## src/rtl/pulse_stretcher_if.sv

```systemverilog
// Event/level bundle between an event source and pulse_stretcher.
// master: event source driving pulse_in; slave: the stretcher itself.
interface pulse_stretcher_if;
    logic       pulse_in;
    logic       out;
    logic       busy;
    logic [2:0] pending;
    logic       overflow;

    modport master (
        output pulse_in,
        input  out,
        input  busy,
        input  pending,
        input  overflow
    );

    modport slave (
        input  pulse_in,
        output out,
        output busy,
        output pending,
        output overflow
    );
endinterface

```

## src/rtl/pulse_stretcher.sv

```systemverilog
// pulse_stretcher: turns 1-cycle event strobes into HOLD_CYCLES-wide high
// levels, each followed by a GAP_CYCLES low interval.
// Optional feature macro: PULSE_STRETCHER_QUEUE_EN (3-bit event queue with
// pending count and overflow strobe). Without it, events arriving while
// busy are dropped and pending/overflow read 0.
module pulse_stretcher #(
    parameter int unsigned HOLD_CYCLES = 5000000,
    parameter int unsigned GAP_CYCLES  = 2500000
) (
    input  logic              clk,
    input  logic              rst,
    pulse_stretcher_if.slave  bus
);

    localparam int unsigned CNT_W  = 24;
    localparam int unsigned PEND_W = 3;

    localparam logic [CNT_W-1:0] HOLD_LOAD = CNT_W'(HOLD_CYCLES - 1);
    localparam logic [CNT_W-1:0] GAP_LOAD  = CNT_W'(GAP_CYCLES - 1);

    typedef enum logic [1:0] {
        IDLE = 2'd0,
        HOLD = 2'd1,
        GAP  = 2'd2
    } state_e;

    state_e           state_q, state_d;
    logic [CNT_W-1:0] cnt_q, cnt_d;
    logic             out_q, out_d;
    logic             busy_q, busy_d;

`ifdef PULSE_STRETCHER_QUEUE_EN
    localparam logic [PEND_W-1:0] PEND_MAX = PEND_W'(7);

    logic [PEND_W-1:0] pending_q, pending_d;
    logic              overflow_q, overflow_d;
    logic              push;
`endif

    // Next-state, counter and queue bookkeeping
    always_comb begin
        state_d = state_q;
        cnt_d   = cnt_q;
`ifdef PULSE_STRETCHER_QUEUE_EN
        pending_d  = pending_q;
        overflow_d = 1'b0;
        push       = 1'b0;
`endif
        unique case (state_q)
            IDLE: begin
                if (bus.pulse_in) begin
                    state_d = HOLD;
                    cnt_d   = HOLD_LOAD;
                end
            end
            HOLD: begin
                if (cnt_q == '0) begin
                    state_d = GAP;
                    cnt_d   = GAP_LOAD;
                end else begin
                    cnt_d = cnt_q - CNT_W'(1);
                end
`ifdef PULSE_STRETCHER_QUEUE_EN
                push = bus.pulse_in;
`endif
            end
            GAP: begin
                if (cnt_q != '0) begin
                    cnt_d = cnt_q - CNT_W'(1);
`ifdef PULSE_STRETCHER_QUEUE_EN
                    push = bus.pulse_in;
`endif
                end else begin
`ifdef PULSE_STRETCHER_QUEUE_EN
                    // Final gap cycle: a queued event wins; a same-cycle
                    // strobe replaces the one dequeued (net zero).
                    if (pending_q != '0) begin
                        state_d = HOLD;
                        cnt_d   = HOLD_LOAD;
                        if (!bus.pulse_in) begin
                            pending_d = pending_q - PEND_W'(1);
                        end
                    end else if (bus.pulse_in) begin
                        state_d = HOLD;
                        cnt_d   = HOLD_LOAD;
                    end else begin
                        state_d = IDLE;
                    end
`else
                    state_d = IDLE;
`endif
                end
            end
            default: begin
                state_d = IDLE;
                cnt_d   = '0;
            end
        endcase

`ifdef PULSE_STRETCHER_QUEUE_EN
        // Enqueue while busy; a saturated queue discards and flags the event
        if (push) begin
            if (pending_q != PEND_MAX) begin
                pending_d = pending_q + PEND_W'(1);
            end else begin
                overflow_d = 1'b1;
            end
        end
`endif

        out_d  = (state_d == HOLD);
        busy_d = (state_d != IDLE);
    end

    // State and registered outputs
    always_ff @(posedge clk or posedge rst) begin
        if (rst) begin
            state_q <= IDLE;
            cnt_q   <= '0;
            out_q   <= 1'b0;
            busy_q  <= 1'b0;
`ifdef PULSE_STRETCHER_QUEUE_EN
            pending_q  <= '0;
            overflow_q <= 1'b0;
`endif
        end else begin
            state_q <= state_d;
            cnt_q   <= cnt_d;
            out_q   <= out_d;
            busy_q  <= busy_d;
`ifdef PULSE_STRETCHER_QUEUE_EN
            pending_q  <= pending_d;
            overflow_q <= overflow_d;
`endif
        end
    end

    assign bus.out  = out_q;
    assign bus.busy = busy_q;
`ifdef PULSE_STRETCHER_QUEUE_EN
    assign bus.pending  = pending_q;
    assign bus.overflow = overflow_q;
`else
    assign bus.pending  = '0;
    assign bus.overflow = 1'b0;
`endif

endmodule

```

## src/flat_wrapper.sv

```systemverilog
// flat-port wrapper written by rule: the top's interface ports become plain ports
module pulse_stretcher_flat 
#(
    parameter int unsigned HOLD_CYCLES = 5000000,
    parameter int unsigned GAP_CYCLES  = 2500000
)
  (clk, rst, bus_pulse_in, bus_out, bus_busy, bus_pending, bus_overflow);
  pulse_stretcher_if bus_i ();
  input  logic clk;
  input  logic rst;
  input wire logic [$bits(bus_i.pulse_in)-1:0] bus_pulse_in;
  output wire logic [$bits(bus_i.out)-1:0] bus_out;
  output wire logic [$bits(bus_i.busy)-1:0] bus_busy;
  output wire logic [$bits(bus_i.pending)-1:0] bus_pending;
  output wire logic [$bits(bus_i.overflow)-1:0] bus_overflow;
  assign bus_i.pulse_in = bus_pulse_in;
  assign bus_out = bus_i.out;
  assign bus_busy = bus_i.busy;
  assign bus_pending = bus_i.pending;
  assign bus_overflow = bus_i.overflow;
  pulse_stretcher #(.HOLD_CYCLES(HOLD_CYCLES), .GAP_CYCLES(GAP_CYCLES)) u_core (.clk(clk), .rst(rst), .bus(bus_i));
endmodule
```

## config.mk

```make
export PLATFORM = sky130hd
export DESIGN_NAME = pulse_stretcher_flat
export DESIGN_NICKNAME = d
export VERILOG_FILES = /design/src/rtl/pulse_stretcher_if.sv /design/src/rtl/pulse_stretcher.sv /design/src/flat_wrapper.sv
export SDC_FILE = /design/constraint.sdc
export NUM_CORES = 1
export LEC_CHECK = 0
export CORE_MARGIN = 3
export CORE_UTILIZATION = 35
export DETAILED_ROUTE_END_ITERATION = 8
export PLACE_DENSITY = 0.54
export SYNTH_ARGS = -nofsm -noshare
export SYNTH_HDL_FRONTEND = slang
export SYNTH_SLANG_ARGS = --single-unit
```

## constraint.sdc

```tcl
create_clock -name clk -period 3.1 [get_ports clk]
set_clock_uncertainty 0.15 [all_clocks]
set_input_delay 0.62 -clock clk [delete_from_list [all_inputs] [get_ports clk]]
set_output_delay 0.62 -clock clk [all_outputs]
set_load 0.02 [all_outputs]
```

* Yosys cells after proc, flatten, opt, wreduce, memory -nomap -nowiden
Cells that the tools add are included.
Storage, ports and cells: register bits after elaboration 28, input port bits 3
Cells by class: $add $sub $neg 1, equal/unequal tests 5, muxes and demuxes 8, reduce and logical (&&, ||, !) cells 5
Operators by type and width (number):
- 24-bit 2-to-1 mux | 3
- 24-bit one-hot mux with 3 select lines | 1
- 24-bit logical NOT | 1
- 24-bit nonzero test | 1
- 24-bit by 1-bit subtractor with 24-bit output, second input constant | 1
- 2-bit 2-to-1 mux | 3
- 2-bit one-hot mux with 3 select lines | 1
- 2-bit by 1-bit equality test with 1-bit output, second input constant | 2
- 2-bit equality test, second input constant | 1
- 2-bit logical NOT | 1
- 2-bit by 1-bit != test with 1-bit output, second input constant | 1
- 2-bit != test, second input constant | 1
- 2-bit AND reduction | 1
- 2-bit nonzero test | 1

* Depth between registers and ports, before layout
Gate-level depths: netlist of the first run.
depth after elaboration 4, depth in mapped cells 9

* Least setup slack after synthesis of the first run
No wires, ideal clock.
path kind register -> register, from register u_core.cnt_q[16], to register u_core.cnt_q[23], arrival time 2.085 ns, data required time 2.824 ns, path slack 0.739 ns, cell stages (with the launch flop) 7, path buffers 0, clock period less this slack 2.361 ns, cell sequence dfrtp_1 > or4_4 > or3_1 > or4_4 > nand2_1 > a2bb2oi_2 > o31ai_1
On the way: longest elaborated chain between the ends 3, elaborated cells on any way between the ends 8, those cells by class 1 x add/sub; 1 x eq/ne; 3 x mux; 3 x reduce/logical
RTL lines:
- start: declaration | line pulse_stretcher.sv:28 | logic [CNT_W-1:0] cnt_q, cnt_d;
- start signal: assignment | line pulse_stretcher.sv:128 | cnt_q <= cnt_d;
- 24-bit by 1-bit subtractor with 24-bit output, or another cell as far along | line pulse_stretcher.sv:61, pulse_stretcher.sv:69
- 24-bit 2-to-1 mux, or another cell as far along | line pulse_stretcher.sv:68 | if (cnt_q != '0) begin
- 24-bit one-hot mux with 3 select lines / 2-bit AND reduction (equally long branches)
Several ways; a longest one is shown, not always the timed one. The select of a mux whose other input is x is not followed. A chain may end at the register's enable or synchronous reset.

* Worst setup path after layout of the first run
from register u_core.cnt_q[16], to register u_core.cnt_q[13]
On the way: longest elaborated chain between the ends 3, elaborated cells on any way between the ends 6, those cells by class 1 x eq/ne; 2 x mux; 3 x reduce/logical
RTL lines (line):
- 24-bit logical NOT / 24-bit nonzero test (equally long branches) | pulse_stretcher.sv:57, pulse_stretcher.sv:68
- 24-bit 2-to-1 mux / 2-bit by 1-bit != test with 1-bit output (equally long branches)
- 24-bit one-hot mux with 3 select lines / 2-bit AND reduction (equally long branches)
Several ways; a longest one is shown, not always the timed one.

==> qor.yml, run 1 <==
job:
  cap_viol_max_count: 0
grt:
  met2_usage_pct: 26.82
  gr-usage-met1_pct: 25.31
  grt_usage_pct: 17.35
  grt_pass1_wl_mm: 8.659
  overflow: 0
  grt_pass1_vias: 1652
  busiest_layer: "met2"
  grt.met3_usage_pct: 3.027
  grt_max_degree: 29
  antenna_found_initial: 0
layout:
  final_cell_area_sq_um: 2096
  layout-drive-gt1-share_pct: 12.93
  syn_to_final_growth_pct: 7.786
  layout.nets: 238
  insertedDiodeCount: 0
sta:
  max_slew_margin_pct: 63.44
  fin_crit_ns: 2.635
  min_period_over_period_pct: 84.99
  rsz0062_at_grt: "no"
  drv_slew: 0
  worstMarginPinSlew_ns: 0.5443
  hold_viol_final: 0
  fmax_mhz: 379.6
  setup_slack_ns: 0.4654
  setup_viol: 0
  setup_tns_ns: 0
yosys:
  syn_area_sq_um: 1944
  ys_ff_latch: 28
  ys_warn_count: 0
  syn-instance-count: 233
  yosysSeqAreaShare_pct: 36.04
  synth_edf_count: 0
  avgSynthCellArea_sq_um: 8.345
  ys_dominant_reg_cell: "dfrtp_1"
  synthDistinctLibCells: 50
  synth-async-reset-ratio_pct: 100.0
placed_design:
  dpl.hpwl_mm: 3.582
  dp_slack_ns: 0.4221
  placed_area_sq_um: 2041
  gp_congestion: 0.8523
  io_buffers: 4
power_and_ir_drop:
  power_density_nw_per_um2: 507.3
  p_leak_nw: 0.7917
  ir_drop_uv: 212.8
floorplanning:
  die_w_um: 80.54
  ios: 9
  dieArea_sq_um: 6486
  core-area_sq_um: 5238
  rows: 26
  start_util_pct: 37.12
  die_height_um: 80.54
routing:
  drt_first_pass_iters: 4
  route.detailed.drc: 0
  dr_total_vias: 1715
  wl_mm: 5.120
  post_drt_wl_per_cell_um: 16.95
  viasPerCell: 5.679
  drt_iter0_drc: 129
  ant_nets: 0
run_status:
  status: "finished, final reports clean"
clock_network:
  cts.sinks: 28
  cts_hold_buf: 0
  cts_tree: "done"
  clockRootBuffer: "clkbuf_8"
  post_cts_resize_count: 0
  cts_buffer_depth: 2
  clk_pin_slew_ns: 0.10
  h-tree-depth: 1
  cts_buffers: 3
  clk_latency_ns: 0.28
  post-cts-setup-buffers: 0
critical_path:
  critPathCaptureType: "register"
  critPathLaunchType: "register"
  critPathArrivalTime_ns: 2.64
  crit_fanout: 12
  path_class: "reg -> reg"
  worst_ep_required_time_ns: 3.11
min_path:
  holdCritPathClass: "reg -> reg"
-- worst max-delay path, cell delays in order (launching register included) --
cell	delay, ns
dfrtp_1	0.46
or4_4	0.60
nor4_1	0.31
and4_1	0.28
buf_4	0.19
o21ai_0	0.22
o311ai_0	0.17
nand3_1	0.13
-- report_power, final --
group | internal, W | switching [W] | total, W
clock | 0.000114 | 0.000123 | 0.000237
combinational | 0.000135 | 0.000136 | 0.000270
sequential | 0.000434 | 0.000122 | 0.000556
total | 0.000682 | 0.000381 | 0.00106
-- cell usage after synthesis, drive strengths merged, types with 3 or more instances --
master    n  area (sq um)
inv       5         18.77
xor2      3         26.28
o221a     3         33.78
nand3     8         45.04
o31ai     4         30.03
a2bb2oi   5         50.04
and3      3         18.77
a31oi     5         31.28
a21oi    18         90.09
nor4      5         46.29
clkbuf   10         37.54
o21ai    21         105.1
buf      11         72.57
o22ai     5         31.28
or3       8         60.06
nor3      7         35.03
nand2    23         86.33
or4       5         51.30
nand4     3         18.77
nor2     24         90.09
dfrtp    28         700.7
-- registers in the layout (all words and copies together), names as in the netlist --
| signal | count |
|---|---|
| u_core.cnt_q | 24 |
| u_core.state_q | 2 |
| u_core.bus.busy | 1 |
| u_core.bus.out | 1 |
-- final timing paths --
path / start / endpoint / slack (ns) / depth (start not counted)
worst max-delay path: u_core.cnt_q[16] / u_core.cnt_q[13] / 0.47 / 7
worst min-delay path: u_core.cnt_q[13] / u_core.cnt_q[13] / 0.38 / 2
worst max register to register: u_core.cnt_q[16] / u_core.cnt_q[13] / 0.47 / 7
worst min register to register: u_core.cnt_q[13] / u_core.cnt_q[13] / 0.38 / 2
max in group asynchronous: rst / u_core.bus.busy / 1.97 / 3
min in group asynchronous: rst / u_core.cnt_q[4] / 0.55 / 3
-- logic make-up (layout without fill, tap and decap cells) --
group,count (synthesis),after routing,share of synthesized area (%)
AND/OR/NAND/NOR,95,95,27.54
AO/OA/AOI/OAI,76,76,26.25
flip-flops,28,28,36.04
buffers and inverters,27,23,6.821
XOR/XNOR,3,3,1.352
adder cells (fa/ha/maj),2,2,1.287
other,1,4,0.1929
multiplexers,1,1,0.5148
-- through the flow --
| step | utilization (%) | hold slack (ns) | instances | power, W |
|---|---|---|---|---|
| finish | 40.01 | 0.3822 | 302 | 0.001063 |
| global route | 40.01 | 0.4151 | 302 | 0.001143 |
| CTS | 40.01 | 0.3891 | 302 | 0.001078 |
| detailed placement | 38.96 | 0.3602 | 298 | 0.0008331 |
| global placement | 38.96 | 0.3696 | 298 | 0.0008301 |
| floorplan | - | 0.3292 | 236 | 0.0007641 |
-- cell usage in the layout, fill, tap and decap left out, types with 2 or more instances in the layout --
| cell type | n |
|---|---|
| o31ai_1 | 4 |
| o22ai_1 | 5 |
| conb_1 | 4 |
| nor4_1 | 4 |
| or4_4 | 3 |
| a311o_1 | 2 |
| ha_1 | 2 |
| a21oi_1 | 18 |
| nand3b_1 | 2 |
| dfrtp_1 | 28 |
| or4_2 | 2 |
| inv_1 | 5 |
| a2bb2oi_1 | 4 |
| clkbuf_8 | 4 |
| or3_1 | 6 |
| o221a_2 | 3 |
| clkdlybuf4s50_1 | 4 |
| and3_1 | 3 |
| nand3_1 | 7 |
| a211oi_1 | 2 |
| xor2_1 | 3 |
| or3_4 | 2 |
| o2bb2ai_1 | 2 |
| nor3_1 | 7 |
| nor3b_1 | 2 |
| nor2_1 | 24 |
| nand2_1 | 23 |
| o21ai_1 | 3 |
| buf_4 | 9 |
| nand4_1 | 3 |
| o211ai_1 | 2 |
| a31oi_1 | 5 |
| o21ai_0 | 18 |
-- metal layers --
metal,up-vias,share of wire (%)
met5,-,0
met4,0,0.90
met3,4,5.0
met2,47,45
met1,804,49
li1,860,-
-- cell type report --
class	instances	area, sq um
clock buffer	4	55.05
inverter	6	22.52
tap	70	87.58
multi-input combinational	181	1122
sequential	28	700.7
timing repair buffer	13	107.6
fill	533	3142
(Power assumes the default switching activity.)
==> run 2, diff against run 1 <==
- PLACE_DENSITY: 0.54 -> 0.56
- clock period: 3.1 -> 2.3 ns (I/O delays scaled with it)
==> run 2 against run 1 <==
  * First-iteration DRC count is 25% higher
  * Sequential share of layout area is 5.9 points lower
  * The flow now finishes with violations (negative setup slack)
  * Critical path depth is 1 lower
  * Global-route usage is 1.3 points higher
  * Final area is 22% higher
  * Critical path type unchanged
  * Sequential power is 28% higher
  * Sequential cell count stayed put
==> qor.yml, run 2 (synthesized netlist as in run 1, its figures left out) <==
run_status:
  status: "finished with violations"
  violations: "negative setup slack"
min_path:
  holdCritPathClass: "reg -> reg"
routing:
  drt_iter0_drc: 161
  drt_first_pass_iters: 4
  post_drt_wl_per_cell_um: 16.76
  ant_nets: 0
  dr_total_vias: 1977
  viasPerCell: 5.681
  route.detailed.drc: 0
  wl_mm: 5.834
sta:
  hold_viol_final: 0
  whs_ns: 0.3935
  fmax_mhz: 424.0
  setup_viol: 4
  max_slew_margin_pct: 64.97
  rsz0062_at_grt: "yes"
  fin_crit_ns: 2.359
  min_period_over_period_pct: 102.6
  drv_slew: 0
  worstMarginPinSlew_ns: 0.5181
  setup_tns_ns: -0.1284
  setup_slack_ns: -0.05873
power_and_ir_drop:
  sw_frac_of_total_pct: 35.45
  seqPwrFrac_pct: 46.5
  p_sw_w: 0.0005443
  p_leak_nw: 1.033
  power_frac_clock_pct: 21.0
  p_comb_share_pct: 32.5
  power_density_nw_per_um2: 601.5
  ir_drop_uv: 265.3
  internal_power_w: 0.0009910
critical_path:
  crit_family: "simple AND/OR/NAND/NOR gates"
  critPathArrivalTime_ns: 2.38
  crit_fanout: 3
  critPathLaunchType: "register"
  worst_ep_required_time_ns: 2.32
  critPathCaptureType: "register"
  slowest_delay_ns: 0.57
  crit_top_cell: "or4_4"
  crit_path_cell_trace: "or4_4 -> or3_4 -> or4_4 -> nand2_2 -> a2bb2oi_2 -> o31ai_1"
  worst-path-buf-inv: 0
  crit_slowest_cell: "or4_4"
  path_class: "reg -> reg"
floorplanning:
  start_util_pct: 37.12
  core-area_sq_um: 5238
  rows: 26
  die_w_um: 80.54
  die_height_um: 80.54
  ios: 9
  dieArea_sq_um: 6486
clock_network:
  cts_tree: "done"
  clk_latency_ns: 0.28
  cts_buffers: 3
  clk_pin_slew_ns: 0.10
  cts_buffer_depth: 2
  clockRootBuffer: "clkbuf_8"
  cts_hold_buf: 0
  h-tree-depth: 1
  cts.sinks: 28
layout:
  layout.nets: 284
  final_common_cell: "buf_4"
  fill_cells: 517
  layout-drive-gt1-share_pct: 33.45
  final_cell_area_sq_um: 2552
  top_regs: "u_core.cnt_q: 24 flops, u_core.state_q: 2 flops"
  syn_to_final_growth_pct: 31.27
  insertedDiodeCount: 0
  stdcell_count: 348
  regArea_sq_um: 701.9
  multi_input_area_sq_um: 1197
  largest_register: "u_core.cnt_q"
  largest_register_ffs: 24
  layout_common_cells: "48 x buf_4, 27 x dfrtp_1, 21 x nor2_1"
grt:
  grt_max_degree: 29
  overflow: 0
  grt_pass1_wl_mm: 9.328
  grt_pass1_vias: 1831
  antenna_found_initial: 0
  grt_usage_pct: 18.64
placed_design:
  placed_area_sq_um: 2318
  gp_congestion: 0.8874
  dpl.hpwl_mm: 4.080
  dp.cells: 333
  io_buffers: 4
job:
  cap_viol_max_count: 0
## run 2: final timing paths
kind,cells past startpoint,from,to,slack [ns]
min reg2reg,2,u_core.cnt_q[13],u_core.cnt_q[13],0.39
min,2,u_core.cnt_q[13],u_core.cnt_q[13],0.39
max,6,u_core.cnt_q[19],u_core.cnt_q[23],-0.06
max in group asynchronous,3,rst,u_core.cnt_q[3],1.29
min in group asynchronous,3,rst,u_core.cnt_q[6],0.40
max reg2reg,6,u_core.cnt_q[19],u_core.cnt_q[23],-0.06
## run 2: metal layers
metal / share of wire, % / global-route usage, %
met2: 49 / 28.97
met4: 2.3 / 7.770
met5: 0 / 0
met3: 3.5 / 2.130
met1: 45 / 26.05
## run 2: worst reg2reg max path: cells and delay by family, from the launching register on
family | cells | cell delay [ns]
simple gates | 4 | 1.50
flops | 1 | 0.40
compound gates | 2 | 0.19
## run 2: power by group through the flow
| stage | clock network (W) | logic, W | registers, W |
|---|---|---|---|
| 3_5_place_dp | 0 | 0.000485 | 0.000716 |
| 4_1_cts | 0.000336 | 0.000487 | 0.000708 |
| 3_3_place_gp | 0 | 0.000477 | 0.000714 |
| 5_1_grt | 0.000355 | 0.000570 | 0.000730 |
| 6_report | 0.000323 | 0.000499 | 0.000713 |
| 2_1_floorplan | 0 | 0.000353 | 0.000678 |
## run 2: through the flow
step	total power, W	setup WS, ns	util, %
after floorplan	0.001031	-0.01124	-
after global placement	0.001190	-0.01925	44.27
after detailed placement	0.001202	-0.05027	44.27
after CTS	0.001531	-0.01170	45.92
after global routing	0.001655	-0.1315	48.73
final	0.001535	-0.05873	48.73
## run 2: timing repair
action,in CTS,in global routing
endpoints found under the setup margin,17,24
gates resized for setup,3,32
buffers inserted,2,9
pin swaps,3,18
## run 2: layout make-up
| type | instances | share of cell area (%) |
|---|---|---|
| well taps | 70 | 3.431 |
| clock buffers | 4 | 2.157 |
| repair buffers | 59 | 19.12 |
| flip-flops and latches | 28 | 27.50 |
| multi-input cells | 181 | 46.91 |
| inverters | 6 | 0.8824 |
